## src/rtl/rename_recovery_ctrl_pkg.sv

```systemverilog
// rename_recovery_ctrl_pkg
//   Shared types and defaults for the rename-recovery slice: register index
//   widths, the map-table entry packet and the recovery FSM state encoding.
package rename_recovery_ctrl_pkg;

  localparam int ARCH_REG_SZ        = 32;
  localparam int PHYS_REG_SZ        = 64;
  localparam int N_WIDTH            = 2;
  localparam int RECOV_DRAIN_CYCLES = 2;

  typedef logic [$clog2(ARCH_REG_SZ)-1:0] REG_IDX;
  typedef logic [$clog2(PHYS_REG_SZ)-1:0] PHYS_REG_IDX;

  typedef struct packed {
    PHYS_REG_IDX reg_idx;
    logic        ready;
    logic        valid;
  } MAP_TABLE_PACKET;

  typedef enum logic [2:0] {
    NORMAL,
    SQUASH,
    DRAIN,
    RESTORE,
    WAIT_FL
  } RECOV_STATE;

endpackage

```

## src/rtl/rename_recovery_ctrl_if.sv

```systemverilog
// rename_recovery_ctrl_if
//   Bundles the retire bus, the free-list handshake and the recovery outputs.
//   slave  : the recovery controller's view (retire/done in, control out).
//   master : the pipeline/testbench view (retire/done out, control in).
interface rename_recovery_ctrl_if
  import rename_recovery_ctrl_pkg::*;
#(
  parameter int DEPTH = ARCH_REG_SZ,
  parameter int N     = N_WIDTH
);
  logic [N-1:0]    retire_valid;
  REG_IDX          retire_arch_idx [N];
  PHYS_REG_IDX     retire_phys_idx [N];
  logic [N-1:0]    retire_mispredict;
  logic            fl_restore_done;

  logic            squash;
  logic            dispatch_stall;
  logic            mt_restore_en;
  MAP_TABLE_PACKET mt_restore_data [DEPTH];
  logic            fl_restore_req;
  MAP_TABLE_PACKET rrat_out [DEPTH];
  RECOV_STATE      state_dbg;

  modport slave (
    input  retire_valid, retire_arch_idx, retire_phys_idx, retire_mispredict,
    input  fl_restore_done,
    output squash, dispatch_stall, mt_restore_en, mt_restore_data,
    output fl_restore_req, rrat_out, state_dbg
  );

  modport master (
    output retire_valid, retire_arch_idx, retire_phys_idx, retire_mispredict,
    output fl_restore_done,
    input  squash, dispatch_stall, mt_restore_en, mt_restore_data,
    input  fl_restore_req, rrat_out, state_dbg
  );
endinterface

```

## src/rtl/rename_recovery_ctrl_arch_map_table.sv

```systemverilog
// arch_map_table
//   Retirement map (arch reg -> committed phys reg) with N ordered write
//   ports. Ports:
//     clock, reset : clock, synchronous active-high reset (identity map)
//     i_wr_en      : per-slot write enable (already masked by the caller)
//     i_wr_arch    : per-slot arch destination
//     i_wr_phys    : per-slot committed phys destination
//     o_rrat       : full map, every entry ready=1 valid=1
module arch_map_table
  import rename_recovery_ctrl_pkg::*;
#(
  parameter int DEPTH = ARCH_REG_SZ,
  parameter int N     = N_WIDTH
) (
  input  logic            clock,
  input  logic            reset,
  input  logic [N-1:0]    i_wr_en,
  input  REG_IDX          i_wr_arch [N],
  input  PHYS_REG_IDX     i_wr_phys [N],
  output MAP_TABLE_PACKET o_rrat [DEPTH]
);

  generate
    for (genvar gi = 0; gi < DEPTH; gi++) begin : g_entry
      PHYS_REG_IDX r_entry;
      PHYS_REG_IDX w_next;

      // Slots are scanned in ascending order so the highest-numbered writer
      // to this arch reg wins. Arch reg 0 is hard-wired and never written.
      always_comb begin
        w_next = r_entry;
        for (int s = 0; s < N; s++) begin
          if (i_wr_en[s] && (i_wr_arch[s] == REG_IDX'(gi)) && (i_wr_arch[s] != '0)) begin
            w_next = i_wr_phys[s];
          end
        end
      end

      always_ff @(posedge clock) begin
        if (reset) begin
          r_entry <= PHYS_REG_IDX'(gi);
        end else begin
          r_entry <= w_next;
        end
      end

      assign o_rrat[gi] = '{reg_idx: r_entry, ready: 1'b1, valid: 1'b1};
    end
  endgenerate

endmodule

```

## src/rtl/rename_recovery_ctrl.sv

```systemverilog
// rename_recovery_ctrl
//   Tracks the retirement map and sequences recovery after a mispredicted
//   branch retires: SQUASH (flush pulse), DRAIN (let CDB traffic settle),
//   RESTORE (bulk-load the speculative map table, request free-list rebuild),
//   WAIT_FL (hold dispatch until the free list reports done). Ports:
//     clock, reset : clock, synchronous active-high reset
//     bus (slave)  : retire bus + fl_restore_done in; squash, dispatch_stall,
//                    mt_restore_en/data, fl_restore_req, rrat_out,
//                    state_dbg out
//   DRAIN_CYCLES must lie in 1..7 (3-bit drain counter).
module rename_recovery_ctrl
  import rename_recovery_ctrl_pkg::*;
#(
  parameter int DEPTH        = ARCH_REG_SZ,
  parameter int N            = N_WIDTH,
  parameter int DRAIN_CYCLES = RECOV_DRAIN_CYCLES
) (
  input logic                    clock,
  input logic                    reset,
  rename_recovery_ctrl_if.slave  bus
);

  localparam logic [2:0] DRAIN_LOAD = 3'(DRAIN_CYCLES - 1);

  RECOV_STATE      r_state;
  logic [2:0]      r_drain_cnt;
  logic            r_squash;
  logic            r_mt_en;
  logic            r_fl_req;

  logic [N-1:0]    w_qual_mp;
  logic            w_any_mp;
  logic [N-1:0]    w_slot_mask;
  logic [N-1:0]    w_wr_en;
  REG_IDX          w_wr_arch [N];
  PHYS_REG_IDX     w_wr_phys [N];
  MAP_TABLE_PACKET w_rrat [DEPTH];

  assign w_qual_mp = bus.retire_valid & bus.retire_mispredict;
  assign w_any_mp  = |w_qual_mp;

  // A slot may write only if no lower slot is a qualified mispredict; the
  // mispredicting slot itself still commits.
  always_comb begin
    w_slot_mask = '0;
    w_slot_mask[0] = 1'b1;
    for (int s = 1; s < N; s++) begin
      w_slot_mask[s] = w_slot_mask[s-1] & ~w_qual_mp[s-1];
    end
  end

  // Retires outside NORMAL are a protocol error and are dropped here.
  assign w_wr_en = bus.retire_valid & w_slot_mask & {N{r_state == NORMAL}};

  generate
    for (genvar gi = 0; gi < N; gi++) begin : g_slot
      assign w_wr_arch[gi] = bus.retire_arch_idx[gi];
      assign w_wr_phys[gi] = bus.retire_phys_idx[gi];
    end
  endgenerate

  arch_map_table #(
    .DEPTH (DEPTH),
    .N     (N)
  ) u_rrat (
    .clock     (clock),
    .reset     (reset),
    .i_wr_en   (w_wr_en),
    .i_wr_arch (w_wr_arch),
    .i_wr_phys (w_wr_phys),
    .o_rrat    (w_rrat)
  );

  // Control outputs are registered: each is set on the edge that enters the
  // state it belongs to and cleared by default on every other edge.
  always_ff @(posedge clock) begin
    if (reset) begin
      r_state     <= NORMAL;
      r_drain_cnt <= '0;
      r_squash    <= 1'b0;
      r_mt_en     <= 1'b0;
      r_fl_req    <= 1'b0;
    end else begin
      r_squash <= 1'b0;
      r_mt_en  <= 1'b0;
      r_fl_req <= 1'b0;
      case (r_state)
        NORMAL: begin
          if (w_any_mp) begin
            r_state  <= SQUASH;
            r_squash <= 1'b1;
          end
        end
        SQUASH: begin
          r_state     <= DRAIN;
          r_drain_cnt <= DRAIN_LOAD;
        end
        DRAIN: begin
          if (r_drain_cnt == 3'd0) begin
            r_state  <= RESTORE;
            r_mt_en  <= 1'b1;
            r_fl_req <= 1'b1;
          end else begin
            r_drain_cnt <= r_drain_cnt - 3'd1;
          end
        end
        RESTORE: begin
          r_state <= bus.fl_restore_done ? NORMAL : WAIT_FL;
        end
        WAIT_FL: begin
          if (bus.fl_restore_done) begin
            r_state <= NORMAL;
          end
        end
        default: r_state <= NORMAL;
      endcase
    end
  end

  assign bus.squash         = r_squash;
  assign bus.mt_restore_en  = r_mt_en;
  assign bus.fl_restore_req = r_fl_req;
  assign bus.state_dbg      = r_state;
  // The combinational mispredict term stalls dispatch in the retire cycle
  // itself, before the FSM has left NORMAL.
  assign bus.dispatch_stall = (r_state != NORMAL) | w_any_mp;

  generate
    for (genvar gi = 0; gi < DEPTH; gi++) begin : g_out
      assign bus.rrat_out[gi]        = w_rrat[gi];
      assign bus.mt_restore_data[gi] = w_rrat[gi];
    end
  endgenerate

endmodule

```

## src/flat_wrapper.sv

```systemverilog
// flat-port wrapper written by rule: the top's interface ports become plain ports
module rename_recovery_ctrl_flat import rename_recovery_ctrl_pkg::*;
#(
  parameter int DEPTH        = ARCH_REG_SZ,
  parameter int N            = N_WIDTH,
  parameter int DRAIN_CYCLES = RECOV_DRAIN_CYCLES
)
  (clock, reset, bus_retire_valid, bus_retire_arch_idx, bus_retire_phys_idx, bus_retire_mispredict, bus_fl_restore_done, bus_squash, bus_dispatch_stall, bus_mt_restore_en, bus_mt_restore_data, bus_fl_restore_req, bus_rrat_out, bus_state_dbg);
  rename_recovery_ctrl_if #(.DEPTH(DEPTH), .N(N)) bus_i ();
  input logic clock;
  input logic reset;
  input wire logic [$bits(bus_i.retire_valid)-1:0] bus_retire_valid;
  input wire logic [$bits(bus_i.retire_arch_idx)-1:0] bus_retire_arch_idx;
  input wire logic [$bits(bus_i.retire_phys_idx)-1:0] bus_retire_phys_idx;
  input wire logic [$bits(bus_i.retire_mispredict)-1:0] bus_retire_mispredict;
  input wire logic [$bits(bus_i.fl_restore_done)-1:0] bus_fl_restore_done;
  output wire logic [$bits(bus_i.squash)-1:0] bus_squash;
  output wire logic [$bits(bus_i.dispatch_stall)-1:0] bus_dispatch_stall;
  output wire logic [$bits(bus_i.mt_restore_en)-1:0] bus_mt_restore_en;
  output wire logic [$bits(bus_i.mt_restore_data)-1:0] bus_mt_restore_data;
  output wire logic [$bits(bus_i.fl_restore_req)-1:0] bus_fl_restore_req;
  output wire logic [$bits(bus_i.rrat_out)-1:0] bus_rrat_out;
  output wire logic [$bits(bus_i.state_dbg)-1:0] bus_state_dbg;
  assign bus_i.retire_valid = bus_retire_valid;
  assign bus_i.retire_arch_idx = {>>{bus_retire_arch_idx}};
  assign bus_i.retire_phys_idx = {>>{bus_retire_phys_idx}};
  assign bus_i.retire_mispredict = bus_retire_mispredict;
  assign bus_i.fl_restore_done = bus_fl_restore_done;
  assign bus_squash = bus_i.squash;
  assign bus_dispatch_stall = bus_i.dispatch_stall;
  assign bus_mt_restore_en = bus_i.mt_restore_en;
  assign bus_mt_restore_data = {>>{bus_i.mt_restore_data}};
  assign bus_fl_restore_req = bus_i.fl_restore_req;
  assign bus_rrat_out = {>>{bus_i.rrat_out}};
  assign bus_state_dbg = bus_i.state_dbg;
  rename_recovery_ctrl #(.DEPTH(DEPTH), .N(N), .DRAIN_CYCLES(DRAIN_CYCLES)) u_core (.clock(clock), .reset(reset), .bus(bus_i));
endmodule
```

## config.mk

```make
export PLATFORM = sky130hd
export DESIGN_NAME = rename_recovery_ctrl_flat
export DESIGN_NICKNAME = d
export VERILOG_FILES = /design/src/rtl/rename_recovery_ctrl_pkg.sv /design/src/rtl/rename_recovery_ctrl_if.sv /design/src/rtl/rename_recovery_ctrl_arch_map_table.sv /design/src/rtl/rename_recovery_ctrl.sv /design/src/flat_wrapper.sv
export SDC_FILE = /design/constraint.sdc
export NUM_CORES = 1
export LEC_CHECK = 0
export BUFFER_PORTS_ARGS = -buffer_cell sky130_fd_sc_hd__buf_2
export CAP_MARGIN = 20
export CELL_PAD_IN_SITES_DETAIL_PLACEMENT = 1
export CELL_PAD_IN_SITES_GLOBAL_PLACEMENT = 1
export CORE_AREA = 2 2 210 212
export DETAILED_ROUTE_END_ITERATION = 12
export DIE_AREA = 0 0 212 214
export PLACE_DENSITY = 0.78
export REMOVE_ABC_BUFFERS = 1
export SYNTH_ARGS = -nofsm -noshare
export SYNTH_HDL_FRONTEND = slang
export SYNTH_SLANG_ARGS = --single-unit
```

## constraint.sdc

```tcl
create_clock -name clock -period 1.8 [get_ports clock]
set_input_delay 0.36 -clock clock [delete_from_list [all_inputs] [get_ports clock]]
set_output_delay 0.36 -clock clock [all_outputs]
set_load 0.01 [all_outputs]
```

==> metrics.md <==
| Metric | Value |
|---|---|
| NumNets Final | `1,892` |
| Unrepaired setup endpoints after global routing | `yes` |
| Startpoint types | `register` |
| Crit path cell chain | `or3_1, buf_12, nor4_1, a221oi_2, o21ai_1` |
| CP arrival | `2.39 ns` |
| VDD IR max | `0.7004 mV` |
| Remaining Overflow, GRT | `0` |
| Number of synthesized register bits | `200` |
| Initial antenna violation count | `1` |
| Synth top area cells | `dfxtp_1 (32%), buf_4 (19%), mux2i_1 (7.4%), o21ai_0 (5.6%), a211oi_1 (4.3%)` |
| Worst path required time | `2.18 ns` |
| Status | `complete, but fails checks` |
| Register area share after synthesis | `32.03%` |
| DRC errors left | `0` |
| Vias in the first global route | `~12,000` |
| Post-Route WL | `59,470 µm` |
| Fraction of layout cells with a size suffix above 1 | `45.44%` |
| Slowest stage delay, CP | `0.65 ns` |
| Wirelength per Cell | `24.19 µm` |
| FMAX | `498.8 MHz` |
| Final Hold Vio Count | `0` |
| Post-synth EDFFs | `0` |
| Syn Area/Cell | `8.285 µm²` |
| Final ANT Viol Nets | `0` |
| Fillers | `5,108` |
| Cts bufs inserted | `17` |
| Main combinational cell family by area after synthesis | `buffers and inverters` |
| Largest net degree at the start of global routing | `between 50 and 60` |
| Top cells by count, synth | `buf_4 (323), dfxtp_1 (200), o21ai_0 (139)` |
| Crit path max-delay family | `simple AND/OR/NAND/NOR gates` |
| Worst slew pin tran | `0.7744 ns` |
| Die Width | `~210 µm` |
| CP endpoint kind | `register` |
| Max-cap violation count | `0` |
| Cells after Synth | `1,509` |
| Sum of negative setup slack | `-5.935 ns` |
| Layout area overhead | `34.01%` |
| Area fraction of the dominant cell type after synthesis | `32.03%` |
| Max-slew violations | `0` |
| Layout Skew | `roughly 0.0075 ns` |
| Total die area | `45,370 µm²` |
| Mapped Area | `12,500 µm²` |
| Final period util | `111.4%` |
| Vias per cell | `5.268` |
| Core ar. | `~43,000 µm²` |
| Mux cell area share after synthesis | `7.456%` |
| Hold Path Class | `in -> reg` |
| Effective utilization at floorplan | `around 29%` |
| # diodes | `0` |
| Failing checks | `setup timing` |
| Top-Level Pins | `548` |
| Aggregate global-route resource usage | `between 20% and 30%` |
| Synth cell types | `58` |
| Vias | `approximately 13,000` |
| Min Tclk post-route | `2.005 ns` |
| Crit-path slowest cell | `nor4_1` |
| Die Height | `between 200 and 250 µm` |
| Final worst setup slack | `-0.2047 ns` |
| Simple-Gate Fraction of Synth Area | `between 10% and 20%` |
| RD Place Congestion | `0.8987` |
| Maximum fanout along the worst path | `30` |
| Synth area leader | `dfxtp_1` |
| P_leak | `7.548 nW` |
| Post-Synth XOR/XNOR Area | `less than 1%` |
| Clock slew at reported path FFs | `approximately 0.080 ns` |
| 1st-pass router iterations | `5` |
| First-pass GRT wire length | `81,200 µm` |
| Max transition margin | `48.18%` |
| Root buffer cell | `clkbuf_16` |
| H-tree level count | `4` |
| Post-synthesis adder-cell area fraction | `0.2002%` |
| Clk_lat worst skew | `0.45 ns` |
| Buffers added on ports | `419` |
| Deepest clock path buffer count | `2` |
| Detailed placer's ending HPWL | `41,910 µm` |
| Syn. warnings | `0` |
| Async S/R FF share, synth | `0%` |
| Worst Path Buf+Inv | `1` |
| Pwr Density | `a little under 700 nW/µm²` |
| Starting DRT DRC Count | `961` |
| FP Rows | `76` |
| Post-synth top flop | `dfxtp_1` |
| Post-route cell area | `approximately 17,000 µm²` |
| Post-synthesis compound-gate area fraction | `between 10% and 20%` |
| CTS tree | `yes` |
| Final setup violation count | `66` |
| CTS sink count | `200` |
| Most common cell in the netlist | `buf_4` |
| Dpl cell area | `14,720 µm²` |
| Critical setup path kind | `reg -> reg` |
| Fin util | `39.07%` |
sequential cells by signal, summed over array words and instances (netlist names):
register / count
u_core.bus.mt_restore_en: 1
u_core.bus.squash: 1
u_core.bus.state_dbg: 3
u_core.u_rrat.g_entry.r_entry: 192
u_core.r_drain_cnt: 3
report_power, final:
group / total [W] / leakage [nW] / switching (W) / internal, W
sequential: 0.00461 / 1.62 / 0.000100 / 0.00451
clock: 0.00413 / 0.296 / 0.00187 / 0.00226
combinational: 0.00287 / 5.63 / 0.00177 / 0.00110
final cells by class:
| type | instances | area, µm² | area share [%] |
|---|---|---|---|
| tap | 585 | 732.0 | 4.369 |
| clock inverter | 11 | 147.6 | 0.8813 |
| inverter | 6 | 25.02 | 0.1494 |
| clock buffer | 20 | 456.7 | 2.726 |
| sequential | 200 | 4013 | 23.95 |
| multi-input combinational | 983 | 6915 | 41.28 |
| timing repair buffer | 653 | 4464 | 26.65 |
worst register-to-register path, stage by stage (launching register included):
cell      delay [ns]
dfxtp_2         0.35
or3_1           0.42
buf_12          0.20
nor4_1          0.69
a221oi_2        0.07
o21ai_1         0.20
through the flow:
step                      instances  hold WS, ns  setup WS [ns]  total power (W)
after floorplan                1189       0.4315         -4.981         0.005521
after CTS                      2435      0.05842        -0.1414          0.01106
after global routing           2458      0.07341        -0.2761          0.01195
after global placement         2393       0.4590        -0.2400         0.006736
final                          2458      0.08390        -0.2047          0.01161
after detailed placement       2393       0.4684        -0.2410         0.006779
cells in the final DEF (no fill, tap or decap), types with 6 or more instances in the layout:
master     Yosys  routed
nand2b_1      10      10
buf_12         0      29
nand2_1       39      38
a21oi_2        0       6
nor3_2         2      19
buf_2         17     419
o21ai_0      139      56
a211oi_2       0      12
a31oi_1       17      17
clkbuf_16      0      22
o211a_1        7       7
and4_1         8       8
buf_6          5      28
a211oi_1      72      60
nor4_4         0      11
nand4_1       36      36
nand3_1       26      18
nor4_2         1      15
o21ai_2        0       9
nor2_1        91      82
o21ai_1        5      79
nor4_1        40      15
a21oi_1       53      47
a221oi_1      40      26
buf_4        323     168
nand3_4        0       8
conb_1         1     128
nor3_1        70      45
and3_1        12      10
and3b_1        6       6
nor3b_1        8       7
a221oi_2       0      14
nand3_2       16      16
nor3_4         4      12
mux2i_1       92      87
nor2b_1       11       9
dfxtp_1      200     197
timing repair:
item	in CTS	in global routing
buffers inserted	9	14
pin swaps	5	38
setup endpoints to repair	168	175
hold endpoints to repair	0	0
gates cloned	2	9
hold buffers	0	0
resized for setup	33	253
logic make-up after synthesis:
family,Yosys count
XOR/XNOR,1
multiplexers,93
AND/OR/NAND/NOR,411
AO/OA/AOI/OAI,348
flip-flops,200
buffers and inverters,453
other,1
adder cells (fa/ha/maj),2
path summary, 6_finish.rpt:
path / start / end / slack, ns / cells past startpoint
setup reg to reg: u_core.bus.state_dbg[2] / u_core.u_rrat.g_entry[12].r_entry[3] / -0.20 / 5
setup / recovery: u_core.bus.state_dbg[2] / u_core.u_rrat.g_entry[12].r_entry[3] / -0.20 / 5
hold reg to reg: u_core.r_drain_cnt[0] / u_core.r_drain_cnt[0] / 0.48 / 1
hold / removal: bus_fl_restore_done / u_core.bus.state_dbg[2] / 0.08 / 2
layer usage:
metal  global-route usage, %  wire [µm]  share of wire, %  vias to the layer above
li1                        -          -                 -                     5711
met5                       0         11             0.018                        -
met1                   29.78      23880                40                     6432
met2                   41.93      29700                50                      679
met4                   7.465       1888               3.2                        2
met3                   3.680       3985               6.7                      125
Power figures use the tool's default switching activity.
